### config.mk
export PLATFORM = sky130hd
export DESIGN_NAME = tug_of_war_ctrl
export DESIGN_NICKNAME = d
export VERILOG_FILES = /design/src/rtl/tug_of_war_ctrl.sv
export SDC_FILE = /design/constraint.sdc
export NUM_CORES = 1
export LEC_CHECK = 0
export BUFFER_PORTS_ARGS = -buffer_cell sky130_fd_sc_hd__buf_2
export CAP_MARGIN = 25
export CORE_AREA = 3 3 43 45
export DETAILED_ROUTE_END_ITERATION = 10
export DIE_AREA = 0 0 46 48
export PLACE_DENSITY = 0.7
export SLEW_MARGIN = 20
export SYNTH_ARGS = -nofsm -noshare
export SYNTH_HDL_FRONTEND = slang
export SYNTH_SLANG_ARGS = --single-unit
### constraint.sdc
create_clock -name Clock -period 2.1 [get_ports Clock]
set_input_delay 0.63 -clock Clock [delete_from_list [all_inputs] [get_ports Clock]]
set_output_delay 0.63 -clock Clock [all_outputs]
set_load 0.02 [all_outputs]
### src/rtl/tug_of_war_ctrl.sv
// tug_of_war_ctrl: key edge detection, move arbitration, scoring and match control for the tug-of-war light row.
// Define CPU_PLAYER_EN to replace the right key with an LFSR-driven computer player.
module tug_of_war_ctrl #(
    parameter int SCORE_W     = 3,
    parameter int WIN_SCORE   = 7,
    parameter int HOLD_CYCLES = 4
) (
    input  logic               Clock,
    input  logic               Reset,
    input  logic               key_L,
    input  logic               key_R,
    input  logic               left_end_on,
    input  logic               right_end_on,
    output logic               L,
    output logic               R,
    output logic               field_reset,
    output logic [SCORE_W-1:0] score_L,
    output logic [SCORE_W-1:0] score_R,
    output logic [1:0]         winner,
    output logic               match_over
);
    localparam int HW = $clog2(HOLD_CYCLES + 1);
    localparam logic [HW-1:0] HOLD_LAST = HW'(HOLD_CYCLES - 1);
    localparam logic [SCORE_W-1:0] WIN = SCORE_W'(WIN_SCORE);

    typedef enum logic [2:0] {CLEAR, PLAY, POINT_L, POINT_R, MATCH_OVER} state_t;

    state_t             state_q, state_d;
    logic [SCORE_W-1:0] score_l_q, score_l_d, score_r_q, score_r_d, pt_score;
    logic [HW-1:0]      hold_q, hold_d;
    logic               key_l_q, p_l, p_r, move_l, move_r;

    assign p_l = key_L & ~key_l_q;

`ifdef CPU_PLAYER_EN
    logic [7:0] lfsr_q, lfsr_d;
    assign lfsr_d = {lfsr_q[6:0], lfsr_q[7] ^ lfsr_q[5] ^ lfsr_q[4] ^ lfsr_q[3]};
    assign p_r    = (lfsr_q[2:0] == 3'b000) && (state_q == PLAY);
    always_ff @(posedge Clock) lfsr_q <= Reset ? 8'hA5 : lfsr_d;
`else
    logic key_r_q;
    assign p_r = key_R & ~key_r_q;
    always_ff @(posedge Clock) key_r_q <= Reset ? 1'b0 : key_R;
`endif

    assign move_l  = p_l & ~p_r;
    assign move_r  = p_r & ~p_l;
    assign score_L = score_l_q;
    assign score_R = score_r_q;

    always_comb begin
        state_d     = state_q;
        score_l_d   = score_l_q;
        score_r_d   = score_r_q;
        hold_d      = hold_q;
        pt_score    = (state_q == POINT_L) ? score_l_q : score_r_q;
        L           = 1'b0;
        R           = 1'b0;
        field_reset = 1'b0;
        winner      = 2'b00;
        match_over  = 1'b0;
        if (Reset) begin
            field_reset = 1'b1;
        end else begin
            case (state_q)
                CLEAR: begin
                    field_reset = 1'b1;
                    state_d     = PLAY;
                end
                PLAY: begin
                    L = move_l;
                    R = move_r;
                    // simultaneous presses cancel, so at most one end can score
                    if (left_end_on && move_l) begin
                        score_l_d = score_l_q + 1'b1;
                        state_d   = POINT_L;
                    end else if (right_end_on && move_r) begin
                        score_r_d = score_r_q + 1'b1;
                        state_d   = POINT_R;
                    end
                end
                POINT_L, POINT_R: begin
                    winner = (state_q == POINT_L) ? 2'b01 : 2'b10;
                    if (pt_score == WIN) begin
                        state_d = MATCH_OVER;
                    end else if (hold_q == HOLD_LAST) begin
                        hold_d  = '0;
                        state_d = CLEAR;
                    end else begin
                        hold_d = hold_q + 1'b1;
                    end
                end
                MATCH_OVER: begin
                    match_over = 1'b1;
                    winner     = (score_l_q == WIN) ? 2'b01 : 2'b10;
                end
                default: state_d = CLEAR;
            endcase
        end
    end

    always_ff @(posedge Clock) begin
        if (Reset) begin
            state_q   <= CLEAR;
            score_l_q <= '0;
            score_r_q <= '0;
            hold_q    <= '0;
            key_l_q   <= 1'b0;
        end else begin
            state_q   <= state_d;
            score_l_q <= score_l_d;
            score_r_q <= score_r_d;
            hold_q    <= hold_d;
            key_l_q   <= key_L;
        end
    end
endmodule

**Yosys cells after proc, flatten, opt, wreduce, memory -nomap -nowiden**

Index checks and enable logic that the tools add are counted.

- Register bits after elaboration: 14
- Bits in writable memories: 0
- Memories: 0
- Bits in latches: 0
- Output and inout port bits: 12
- Input bits: 6
- Memory bits (read-only): 0
- Word-level logic and storage cells: 56

- $lt $le $gt $ge: 0
- Shift operators: 0
- Divide/modulo/power cells: 0
- Reductions and logical operators: 8
- Multipliers: 0
- Multiplexer cells: 19
- Add/subtract/negate cells: 3
- Eq/ne operators: 9
- Bitwise gates (word level): 11

Operators by type and width:

| cell | count |
|---|---|
| $mux W3 | 6 |
| $pmux W3 S4 | 1 |
| $add A3 B1 Y3 const B | 3 |
| $eq A3 B2 Y1 const B | 3 |
| $eq A3 B3 Y1 const B | 3 |
| $mux W1 | 8 |
| $not A1 Y1 | 7 |
| $mux W2 | 3 |
| $ne A3 B3 Y1 const B | 2 |
| $reduce_and A3 Y1 | 2 |
| $and A1 B1 Y1 | 4 |
| $pmux W2 S2 | 1 |
| $reduce_and A2 Y1 | 2 |
| $eq A3 B1 Y1 const B | 1 |
| $logic_not A3 Y1 | 1 |
| $logic_and A1 B1 Y1 | 2 |
| $reduce_or A2 Y1 | 1 |

**Longest topological paths before layout**

- Word-level depth: 8
- Gate-level depth with buffers: 5
- Depth with buffers taken out: 5

**Least setup slack after synthesis**

Ideal clock, no wire load.

- Kind: in2out
- Start: input Reset
- End: output winner[1]
- Data required time: 1,470 ps
- Buffers on the path: 2
- Arrival time: 1,341 ps
- Path slack: 129 ps
- Stages: 3
- Cell sequence: clkbuf_1 clkbuf_1 nor2_1

- Cells in the longest elaborated chain, start to end: 1

RTL lines:

| what | RTL line | RTL |
|---|---|---|
| start: declaration | 9 | `input logic Reset,` |
| $mux W2 | 62 | `if (Reset) begin` |
| end: declaration | 19 | `output logic [1:0] winner,` |

Every way passes these cells.

**Worst setup path in the final report**

- Start: register score_l_q[0], in the netlist score_L[0]
- End: output winner[1]

- Cells in the longest elaborated chain, start to end: 4

RTL lines:

| what | RTL line | RTL |
|---|---|---|
| start: declaration | 29 | `logic [SCORE_W-1:0] score_l_q, score_l_d, score_r_q, score_r_d, pt_score;` |
| start signal: assignment | 111 | `score_l_q <= score_l_d;` |
| $eq A3 B3 Y1 | 95 | `winner = (score_l_q == WIN) ? 2'b01 : 2'b10;` |
| $mux W2 | 95 |  |
| $pmux W2 S2 | 65 | `case (state_q)` |
| $mux W2 | 62 |  |

Every way passes these cells.

==> results by group <==
Clock network
  • Clk sinks: 14
  • Clock root buffer: clkbuf_4
  • TritonCTS clock tree: done
  • Post CTS Setup Buffer Count: 0
  • Clock latency on the worst-skew pair: 0.27 ns
  • CTS HTree Levels: 1
  • CTS Buf Count: 3
  • Max Root-Sink Buffers: 2
  • Clock transition at path regs: 0.09 ns

Placed design
  • Placed Cells: 115
  • # port buffers: 17
  • Final RePlAce weighted congestion: 0.838
  • Post-DP HPWL: 1100 um
  • Placed cell area: 852 sq um

Global routing
  • Initial antenna violation count: 0
  • Number of global-route vias before repair: 563
  • Remaining Overflow, GRT: 0
  • Gr usage total: 15.5%
  • First-pass GRT wire length: 2450 um
  • Largest net degree at the start of global routing: 9

Synthesis
  • Syn_area_per_cell: 9.02 sq um
  • Syn_nets: 92
  • Synthesized instance count: 82
  • Seq/Total Area, Yosys: 37.9%
  • Total of warnings raised by yosys: 0
  • Netlist Area Pre-Place: 739 sq um
  • Top-area cell type share of the netlist area: 37.9%
  • #FFs+latches synth: 14
  • Post-synth EDFFs: 0
  • Cell accounting for the most synthesized area: dfxtp_1
  • Synth area leaders: dfxtp_1 (38%), ha_1 (6.8%), nor2_1 (6.1%)
  • Ys flop type: dfxtp_1
  • Synth cell types: 28
  • Ys async rst share: 0%

Floorplanning
  • Total I/O pin count: 18
  • Starting Density: 49.1%
  • Die width: 46 um
  • Core ar.: 0.00151 sq mm
  • Rows: 14
  • Die Span Y: 48 um
  • Die area: 0.00221 sq mm

Route
  • DR vias: 635
  • Routed vias/inst: 5.34
  • Number of iterations in the first detailed-routing pass: 3
  • Per-cell routed wire length: 12.4 um
  • Initial drt markers: 5
  • Antenna Nets Post-Route: 0
  • Residual DRC: 0
  • Total Routed Length: 1470 um

Setup path
  • Crit path required time: 1.47 ns
  • Nature of the critical path endpoint: primary output
  • Critical-path cell list: ha_2 -> ha_2 -> nor3_2 -> a21oi_1 -> nor2_1 -> buf_4
  • Crit-path max FO: 4
  • Worst-path cell with the longest stage delay: dfxtp_2
  • Critical Path AT: 1.37 ns
  • Cell mode on critical path: ha_2
  • Crit Path Class: flop to primary output
  • Max incr delay on CP: 0.35 ns
  • Top delay family on crit path: flip-flops
  • Critical path buffers and inverters: 1
  • Startpoint Class: flop

Finish
  • Area Overhead vs Synth: 22.8%
  • Nets: 114
  • Multi-input gate area: 443 sq um
  • Ant. Diodes: 0
  • Layout cells sized above 1: 35.0%
  • Design area: 908 sq um
  • Reg area: 285 sq um
  • Finished Layout Cells: 119
  • Fillcell total: 132

STA
  • Min Tclk post-route: 2.00 ns
  • Worst-Margin Slew: 0.258 ns
  • Final setup viols: 0
  • Final hold violations: 0
  • Final Cycle Share: 95.2%
  • Setup Skew: 0.00272 ns
  • Fin. max-slew vios: 0
  • Slew headroom: 82.8%
  • Max Clk Rate: 0.500 GHz

Outcome
  • Status: completed

Power
  • Static Leak: 0.433 nW
  • Tot Pwr: 0.552 mW
  • Peak VDD IR: 0.551 mV
  • Cell Pwr Density: 607 mW/mm^2

Flow run
  • MaxCap Viol Count: 0

Worst hold path
  • Hold WC Path Type: flop to flop
==> cell type report <==
class                   count  area share [%]
clock buffers               4            3.99
inverters                   3            1.24
multi-input cells          62            48.8
flip-flops and latches     14            31.4
well taps                  16            2.20
repair buffers             20            12.4
==> worst register-to-register path: cells and delay by family (launching register included) <==
kind | cells | cell delay (ns)
and+or+nand+nor | 3 | 0.69
DFF | 1 | 0.39
buffers and inverters | 1 | 0.18
AOI/OAI and AO/OA | 1 | 0.11
==> cells in the mapped netlist, types with 2 or more instances <==
cell type,number
nor3_1,5
nor2b_1,3
inv_1,3
nand3_1,4
nand2b_1,4
mux2i_1,4
a41oi_1,2
nand2_1,3
ha_1,4
dfxtp_1,14
a21oi_1,2
nand4_1,4
xor2_1,3
clkbuf_1,2
nor2_1,12
==> routing by layer <==
| layer | GRT usage (%) | vias up | part of all wire (%) | routed length, um |
|---|---|---|---|---|
| li1 | - | 334 | - | - |
| met1 | 21.5 | 290 | 50 | 738 |
| met2 | 23.1 | 9 | 45 | 660 |
| met3 | 3.38 | 2 | 3.9 | 58 |
| met4 | 6.82 | 0 | 0.95 | 14 |
| met5 | 0 | - | 0 | 0 |
==> placed cells by master, fill, tap and decap left out <==
| master | instances |
|---|---|
| a21oi_2 | 1 |
| dfxtp_2 | 4 |
| clkbuf_8 | 1 |
| a41oi_1 | 2 |
| nand4b_1 | 1 |
| nor2_1 | 12 |
| a211oi_1 | 1 |
| nand2_1 | 3 |
| buf_4 | 5 |
| nand3_4 | 1 |
| nor3_2 | 1 |
| mux2i_1 | 4 |
| ha_2 | 2 |
| a211o_1 | 1 |
| and3b_1 | 1 |
| nor3_1 | 4 |
| nand2b_1 | 4 |
| nor2b_1 | 3 |
| or2_2 | 1 |
| buf_2 | 15 |
| a22oi_1 | 1 |
| inv_1 | 3 |
| nor3b_1 | 1 |
| clkbuf_4 | 3 |
| a21oi_1 | 2 |
| nand4_1 | 4 |
| nand3_1 | 4 |
| or3b_1 | 1 |
| and2b_4 | 1 |
| nor3b_4 | 1 |
| xor2_1 | 3 |
| dfxtp_1 | 10 |
| ha_1 | 2 |
==> kinds of logic (layout without fill, tap and decap cells) <==
kind of cell | Yosys count | in the layout | share of synthesized area, %
xor+xnor | 3 | 3 | 3.55
fa+ha+maj | 4 | 4 | 6.77
buf+inv | 6 | 27 | 3.55
flops | 14 | 14 | 37.9
mux | 4 | 4 | 5.41
compound gates | 8 | 8 | 8.12
simple gates | 43 | 43 | 34.7
==> final timing paths <==
| kind | start | to | slack, ns | cells past startpoint |
|---|---|---|---|---|
| min | hold_q[2]$_SDFFE_PP0P_ | hold_q[2]$_SDFFE_PP0P_ | 0.47 | 1 |
| min reg2reg | hold_q[2]$_SDFFE_PP0P_ | hold_q[2]$_SDFFE_PP0P_ | 0.47 | 1 |
| max reg2reg | state_q[0]$_SDFFE_PP0P_ | hold_q[0]$_SDFFE_PP0P_ | 0.67 | 5 |
| max | score_L[0]$_SDFFE_PP0P_ | winner[1] | 0.10 | 6 |
==> power by group <==
group / total, mW / switching, mW / internal [mW]
logic: 0.0758 / 0.0414 / 0.0344
clock network: 0.192 / 0.0872 / 0.105
registers: 0.283 / 0.00948 / 0.274
total: 0.552 / 0.138 / 0.414
==> stage by stage <==
stage | util [%] | worst slack, ns | hold slack [ns] | setup TNS (ns)
floorplan | - | 0.129 | 0.450 | 0
global placement | 56.6 | 0.221 | 0.458 | 0
detailed placement | 56.6 | 0.196 | 0.462 | 0
CTS | 59.2 | 0.0211 | 0.475 | 0
global route | 60.3 | -0.0253 | 0.504 | -0.0253
finish | 60.3 | 0.100 | 0.472 | 0
==> sequential cells by signal, summed over array words and instances, names as in the netlist <==
| name | count |
|---|---|
| hold_q | 3 |
| score_L | 3 |
| score_R | 3 |
| state_q | 3 |
| key_l_q | 1 |
| key_r_q | 1 |
==> what timing repair did <==
action | in CTS | in global routing
gates cloned | 0 | 0
gates resized for setup | 2 | 7
pin swaps | 1 | 0
hold buffers | 0 | 0
setup endpoints to repair | 1 | 4
(Power assumes the default switching activity.)
